### config.mk
export PLATFORM = sky130hd
export DESIGN_NAME = branch_predictor
export DESIGN_NICKNAME = d
export VERILOG_FILES = /design/src/rtl/branch_predictor_pkg.sv /design/src/rtl/branch_predictor_sat_counter2.sv /design/src/rtl/branch_predictor.sv
export SDC_FILE = /design/constraint.sdc
export NUM_CORES = 2
export LEC_CHECK = 0
export CAP_MARGIN = 40
export CORE_ASPECT_RATIO = 1.2
export CORE_MARGIN = 8
export CORE_UTILIZATION = 44
export CTS_BUF_LIST = sky130_fd_sc_hd__clkbuf_4 sky130_fd_sc_hd__clkbuf_8
export CTS_CLUSTER_SIZE = 12
export DETAILED_ROUTE_END_ITERATION = 10
export SYNTH_ARGS = -nofsm -noshare
export SYNTH_HDL_FRONTEND = slang
export SYNTH_HIERARCHICAL = 1
export SYNTH_SLANG_ARGS = --single-unit
### constraint.sdc
create_clock -name clk -period 4.7 [get_ports clk]
set_clock_uncertainty 0.1 [all_clocks]
set_input_delay 0.47 -clock clk [delete_from_list [all_inputs] [get_ports clk]]
set_output_delay 0.47 -clock clk [all_outputs]
set_load 0.05 [all_outputs]
### src/rtl/branch_predictor_pkg.sv
// Shared constants and types for the fetch-stage branch predictor.
package branch_predictor_pkg;

    localparam int unsigned IDX_W_DEF = 6;
    localparam int unsigned TAG_W_DEF = 8;

    // 2-bit saturating counter states
    localparam logic [1:0] SNT = 2'b00;
    localparam logic [1:0] WNT = 2'b01;
    localparam logic [1:0] WT  = 2'b10;
    localparam logic [1:0] ST  = 2'b11;

    localparam logic [31:0] ZeroWord = 32'h0000_0000;

    typedef struct packed {
        logic [31:0] pc;
        logic        taken;
        logic [31:0] target;
    } fd_pred_t;

    // Sequential PC after the branch and its delay slot
    function automatic logic [31:0] next_after_slot(input logic [31:0] pc);
        return pc + 32'd8;
    endfunction

endpackage

### src/rtl/branch_predictor_sat_counter2.sv
// Next-state function of a 2-bit saturating direction counter.
module sat_counter2
    import branch_predictor_pkg::*;
(
    input  logic [1:0] ctr,
    input  logic       taken,
    output logic [1:0] nxt_c
);

    always_comb begin
        nxt_c = ctr;
        unique case (ctr)
            SNT:     nxt_c = taken ? WNT : SNT;
            WNT:     nxt_c = taken ? WT  : SNT;
            WT:      nxt_c = taken ? ST  : WNT;
            default: nxt_c = taken ? ST  : WT;
        endcase
    end

endmodule

### src/rtl/branch_predictor.sv
// Fetch-stage direction/target predictor with decode-stage check, training
// and redirect for the 5-stage MIPS pipeline.
module branch_predictor
    import branch_predictor_pkg::*;
#(
    parameter int unsigned IDX_W = IDX_W_DEF,
    parameter int unsigned TAG_W = TAG_W_DEF
) (
    input  logic        clk,
    input  logic        rst,
    input  logic [31:0] pcF,
    input  logic        stallD,
    input  logic        flushD,
    input  logic        branchD,
    input  logic        takenD,
    input  logic [31:0] targetD,
    output logic        pred_takenF,
    output logic [31:0] pred_targetF,
    output logic        mispredictD,
    output logic [31:0] redirect_pcD
);

    localparam int unsigned DEPTH = 2 ** IDX_W;

    logic [1:0]       ctr_q   [DEPTH];
    logic [DEPTH-1:0] valid_q;
    logic [TAG_W-1:0] tag_q   [DEPTH];
    logic [31:0]      tgt_q   [DEPTH];

    fd_pred_t         fd_q;

    logic [IDX_W-1:0] idx_f;
    logic [IDX_W-1:0] idx_d;
    logic [TAG_W-1:0] tag_f;
    logic [TAG_W-1:0] tag_d;
    logic [31:0]      pc8_d;
    logic [1:0]       ctr_nxt_c;
    logic             resolve_c;
    logic             alias_c;
    logic             mis_c;

    assign idx_f = pcF[IDX_W+1:2];
    assign tag_f = pcF[IDX_W+TAG_W+1:IDX_W+2];
    assign idx_d = fd_q.pc[IDX_W+1:2];
    assign tag_d = fd_q.pc[IDX_W+TAG_W+1:IDX_W+2];
    assign pc8_d = next_after_slot(fd_q.pc);

    // F lookup reads the pre-update table; no write-to-read bypass
    always_comb begin
        pred_takenF  = ~rst & valid_q[idx_f] & (tag_q[idx_f] == tag_f) & ctr_q[idx_f][1];
        pred_targetF = pred_takenF ? tgt_q[idx_f] : ZeroWord;
    end

    // A stalled D stage neither resolves nor trains; it resolves on release
    assign resolve_c = ~rst & ~stallD & branchD;
    assign alias_c   = ~rst & ~stallD & ~branchD & fd_q.taken;

    always_comb begin
        mis_c        = 1'b0;
        redirect_pcD = ZeroWord;
        if (resolve_c) begin
            mis_c = (takenD != fd_q.taken) |
                    (takenD & fd_q.taken & (targetD != fd_q.target));
            if (mis_c) begin
                redirect_pcD = takenD ? targetD : pc8_d;
            end
        end else if (alias_c) begin
            mis_c        = 1'b1;
            redirect_pcD = pc8_d;
        end
    end

    assign mispredictD = mis_c;

    sat_counter2 u_ctr (
        .ctr   (ctr_q[idx_d]),
        .taken (takenD),
        .nxt_c (ctr_nxt_c)
    );

    // Direction counters, valid bits and the F->D prediction register
    always_ff @(posedge clk) begin
        if (rst) begin
            for (int unsigned i = 0; i < DEPTH; i++) begin
                ctr_q[i] <= WNT;
            end
            valid_q <= '0;
            fd_q    <= '0;
        end else begin
            if (resolve_c) begin
                ctr_q[idx_d] <= ctr_nxt_c;
                if (takenD) begin
                    valid_q[idx_d] <= 1'b1;
                end
            end else if (alias_c) begin
                valid_q[idx_d] <= 1'b0;
            end

            if (flushD) begin
                fd_q <= '0;
            end else if (!stallD) begin
                fd_q <= '{pc: pcF, taken: pred_takenF, target: pred_targetF};
            end
        end
    end

    // Tag/target payload is qualified by valid_q, so it needs no reset
    always_ff @(posedge clk) begin
        if (!rst && resolve_c && takenD) begin
            tag_q[idx_d] <= tag_d;
            tgt_q[idx_d] <= targetD;
        end
    end

endmodule
==> results.md <==
- Fin. Hold Viols: 0
- Placed Cells: between 8000 and 9000
- Relative slew slack: around two fifths
- Initial drt markers: approximately 7600
- FMAX: between 200 and 250 MHz
- # clock sinks: ~2800
- Post-synth ARST share: 0%
- Worst hold path startpoint: targetD[24]
- Design area: 0.130 mm²
- Total Nets Final: slightly above 6000
- Vias/cell: slightly above 6
- Width of the die: approximately 480 µm
- Unrepaired setup endpoints after global routing: true
- Pre-antenna DRT Iters: 6
- CTS clk-pin slew, worst paths: about 0.06 ns
- Critical Path End Type: primary output
- EDFF count, synth: 2688
- Share of cells above drive strength 1: 32.6%
- Max-Cap Viols: 0
- Seq cells post-synth: 2823
- Initial core utilization: roughly 44%
- All-layer global routing usage: between 20% and 30%
- Clk buf depth: 4
- Synth cell types: 64
- WL final: around 350000 µm
- Final Setup Violations: 2
- Final worst path period share: 100%
- Max rail drop VDD: approximately 0.22 mV
- Cells after Synth: roughly 5500
- P per Cell Area: between 300 and 400 mW/mm²
- Layout fillers: 20100
- CTS Root Cell: clkbuf_8
- Syn nets: 5535
- Sequential area share after synthesis: ~75%
- Leakage: around 0.042 µW
- DRC: 0
- Largest net degree at the start of global routing: 96
- CTS tree: built
- Worst setup margin: -0.0119 ns
- Status: finished, violations left
- Slew of the pin with the lowest slew margin: 0.896 ns
- Routed via count: 60700
- Arr. time, crit path: 4.14 ns
- I/O pin cnt: about 140
- Std-Cell Rows: 202
- Port Buffers: between 100 and 150
- Hold crit path type: input port to flop
- Crit Path Category: flop to primary output
- Final-report max-slew violation count: 0
- Num CTS Buffers: around 430
- HPWL after detailed placement: between 150000 and 200000 µm
- Setup crit start: tag_q[3][0]
- RePlAce Congestion: between 0.8 and 0.9
- Crit path launch type: flop
- H-tree depth: 5
- Syn avg cell area: about 20 µm²
- Vias in the first global route: between 60000 and 70000
- Area Growth Syn to Fin: 16.8%
- Post-Syn Area: around 0.11 mm²
- Finished Layout Cells: slightly below 10000
- Worst-path maximum fanout: 8
- Grt ovf: 0
- Min Tclk post-route: approximately 4.7 ns
- Avg WL per Cell: ~35 µm
- Die ar.: ~0.27 mm²
- Core area: 0.252 mm²
- Worst Path Required: roughly 4.1 ns
- Initial antenna violation count: 11
- Clk_lat worst skew: around 1.0 ns
- Failing checks: setup timing
- Area after DPL: approximately 0.12 mm²
- Post-DRT Antenna Nets: 0
- Post-synth top flop: edfxtp_1
- Ys Warns: 6
- First-pass GRT wire length: 475000 µm
- Die Y: roughly 570 µm
metrics by stage:
step	hold slack [ns]	setup WS (ns)	utilization [%]	TNS, ns	total power (µW)
after CTS	0.00501	-0.101	51.5	-2.51	50900
final	0.0975	-0.0119	51.7	-0.0180	50600
after detailed placement	0.353	-0.00494	47.9	-0.00494	30800
after global placement	0.347	-0.140	47.8	-0.192	30800
after global routing	0.0973	-0.0844	51.7	-1.87	52100
after floorplan	0.329	-0.471	-	-457.59	29600
synthesized netlist by cell type, types with 31 or more instances:
cell	n	area share, %
a21o_1	41	0.28
a21oi_1	100	0.45
a22o_1	54	0.42
a22oi_1	44	0.30
and3_1	72	0.40
buf_2	108	0.48
buf_4	37	0.25
clkbuf_1	178	0.60
dfxtp_1	135	2.4
edfxtp_1	2688	72
mux2i_1	153	1.4
mux4_2	748	15
nand2_1	144	0.48
nand3_1	77	0.35
nand4_1	32	0.18
nor2_1	231	0.78
nor2b_1	31	0.17
nor3_1	72	0.32
o21a_1	44	0.30
o21ai_0	95	0.43
or3_1	65	0.36
xnor2_1	45	0.35
registers in the layout (all words and copies together), names as in the netlist, named ones only:
signal and count:
ctr_q 128, tgt_q 2048, fd_q 65, tag_q 512
cell type report:
cell class                 count  area, µm²  area share [%]
tap                         3366       4210            3.23
sequential                  2823      83400            64.0
antenna                        5       12.5         0.00960
clock inverter               157        941           0.722
inverter                      13       50.0          0.0384
clock buffer                 626       7600            5.83
multi-input combinational   2262      27200            20.9
timing repair buffer         557       6860            5.27
routing by layer:
layer	global-route usage [%]	vias up	share of wire, %
li1	-	24000	-
met1	33.5	32700	38
met2	41.3	3432	49
met3	4.02	635	8.6
met4	9.80	4	4.5
met5	0	-	0.0078
power breakdown:
group / internal, µW / switching [µW]
Sequential: 27500 / 29.3
Clock: 10800 / 9440
Combinational: 1090 / 1710
cell families after synthesis:
logic type                 after synthesis  share of synthesized area (%)
adders and majority gates                7                         0.0762
and+or+nand+nor                        764                           3.31
DFF                                   2823                           74.8
xor gates and xnor gates                69                          0.542
AOI/OAI and AO/OA                      514                           3.20
buffers and inverters                  375                           1.57
muxes                                  908                           16.5
worst max-delay path: stages, from the launching register on:
cell	delay (ns)
edfxtp_1	0.37
mux4_2	0.46
mux2_2	0.28
o22ai_2	0.15
a221o_1	0.27
o22ai_4	0.11
xor2_2	0.18
a2111oi_4	0.41
buf_4	0.20
nand3_4	0.09
buf_12	0.16
clkbuf_16	0.19
nor2_4	0.13
buf_12	0.15
layout by cell type (no fill, tap or decap), types with 17 or more instances in the layout:
cell type and instances:
mux2i_1 153, nor2_4 36, or3_1 65, dfxtp_1 125, nand3_1 77, a22o_1 54, nor2_1 193, a21o_1 41
and3_1 71, xor2_1 23, nor2b_1 26, nor3_2 58, a22oi_1 44, dlygate4sd3_1 39, o21ai_0 89, clkinv_2 38
o21a_1 43, clkdlybuf4s50_1 29, edfxtp_1 2688, clkbuf_8 463, buf_4 249, xnor2_1 45, clkbuf_4 163, nand2_1 140
clkinv_1 98, buf_2 34, a211oi_1 17, a21oi_1 100, mux4_2 748, buf_12 178, nand4_1 32, o21bai_1 27
path summary, 6_finish.rpt:
| path | endpoint | slack [ns] | cells after the start |
|---|---|---|---|
| setup / recovery | pred_targetF[23] | -0.01 | 13 |
| setup reg to reg | ctr_q[58][1] | 1.02 | 7 |
| hold / removal | tgt_q[44][24] | 0.1 | 2 |
| hold reg to reg | flop | 0.37 | 1 |
timing repair:
| item | in CTS | in global routing |
|---|---|---|
| hold buffers | 39 | 0 |
| hold endpoints to repair | 236 | 0 |
| setup buffers | 2 | 5 |
| gates resized for setup | 23 | 85 |
| cloned | 2 | 4 |
| pin swaps | 2 | 32 |
| setup endpoints to repair | 55 | 40 |
No activity file was read; power rests on OpenSTA's default activity.
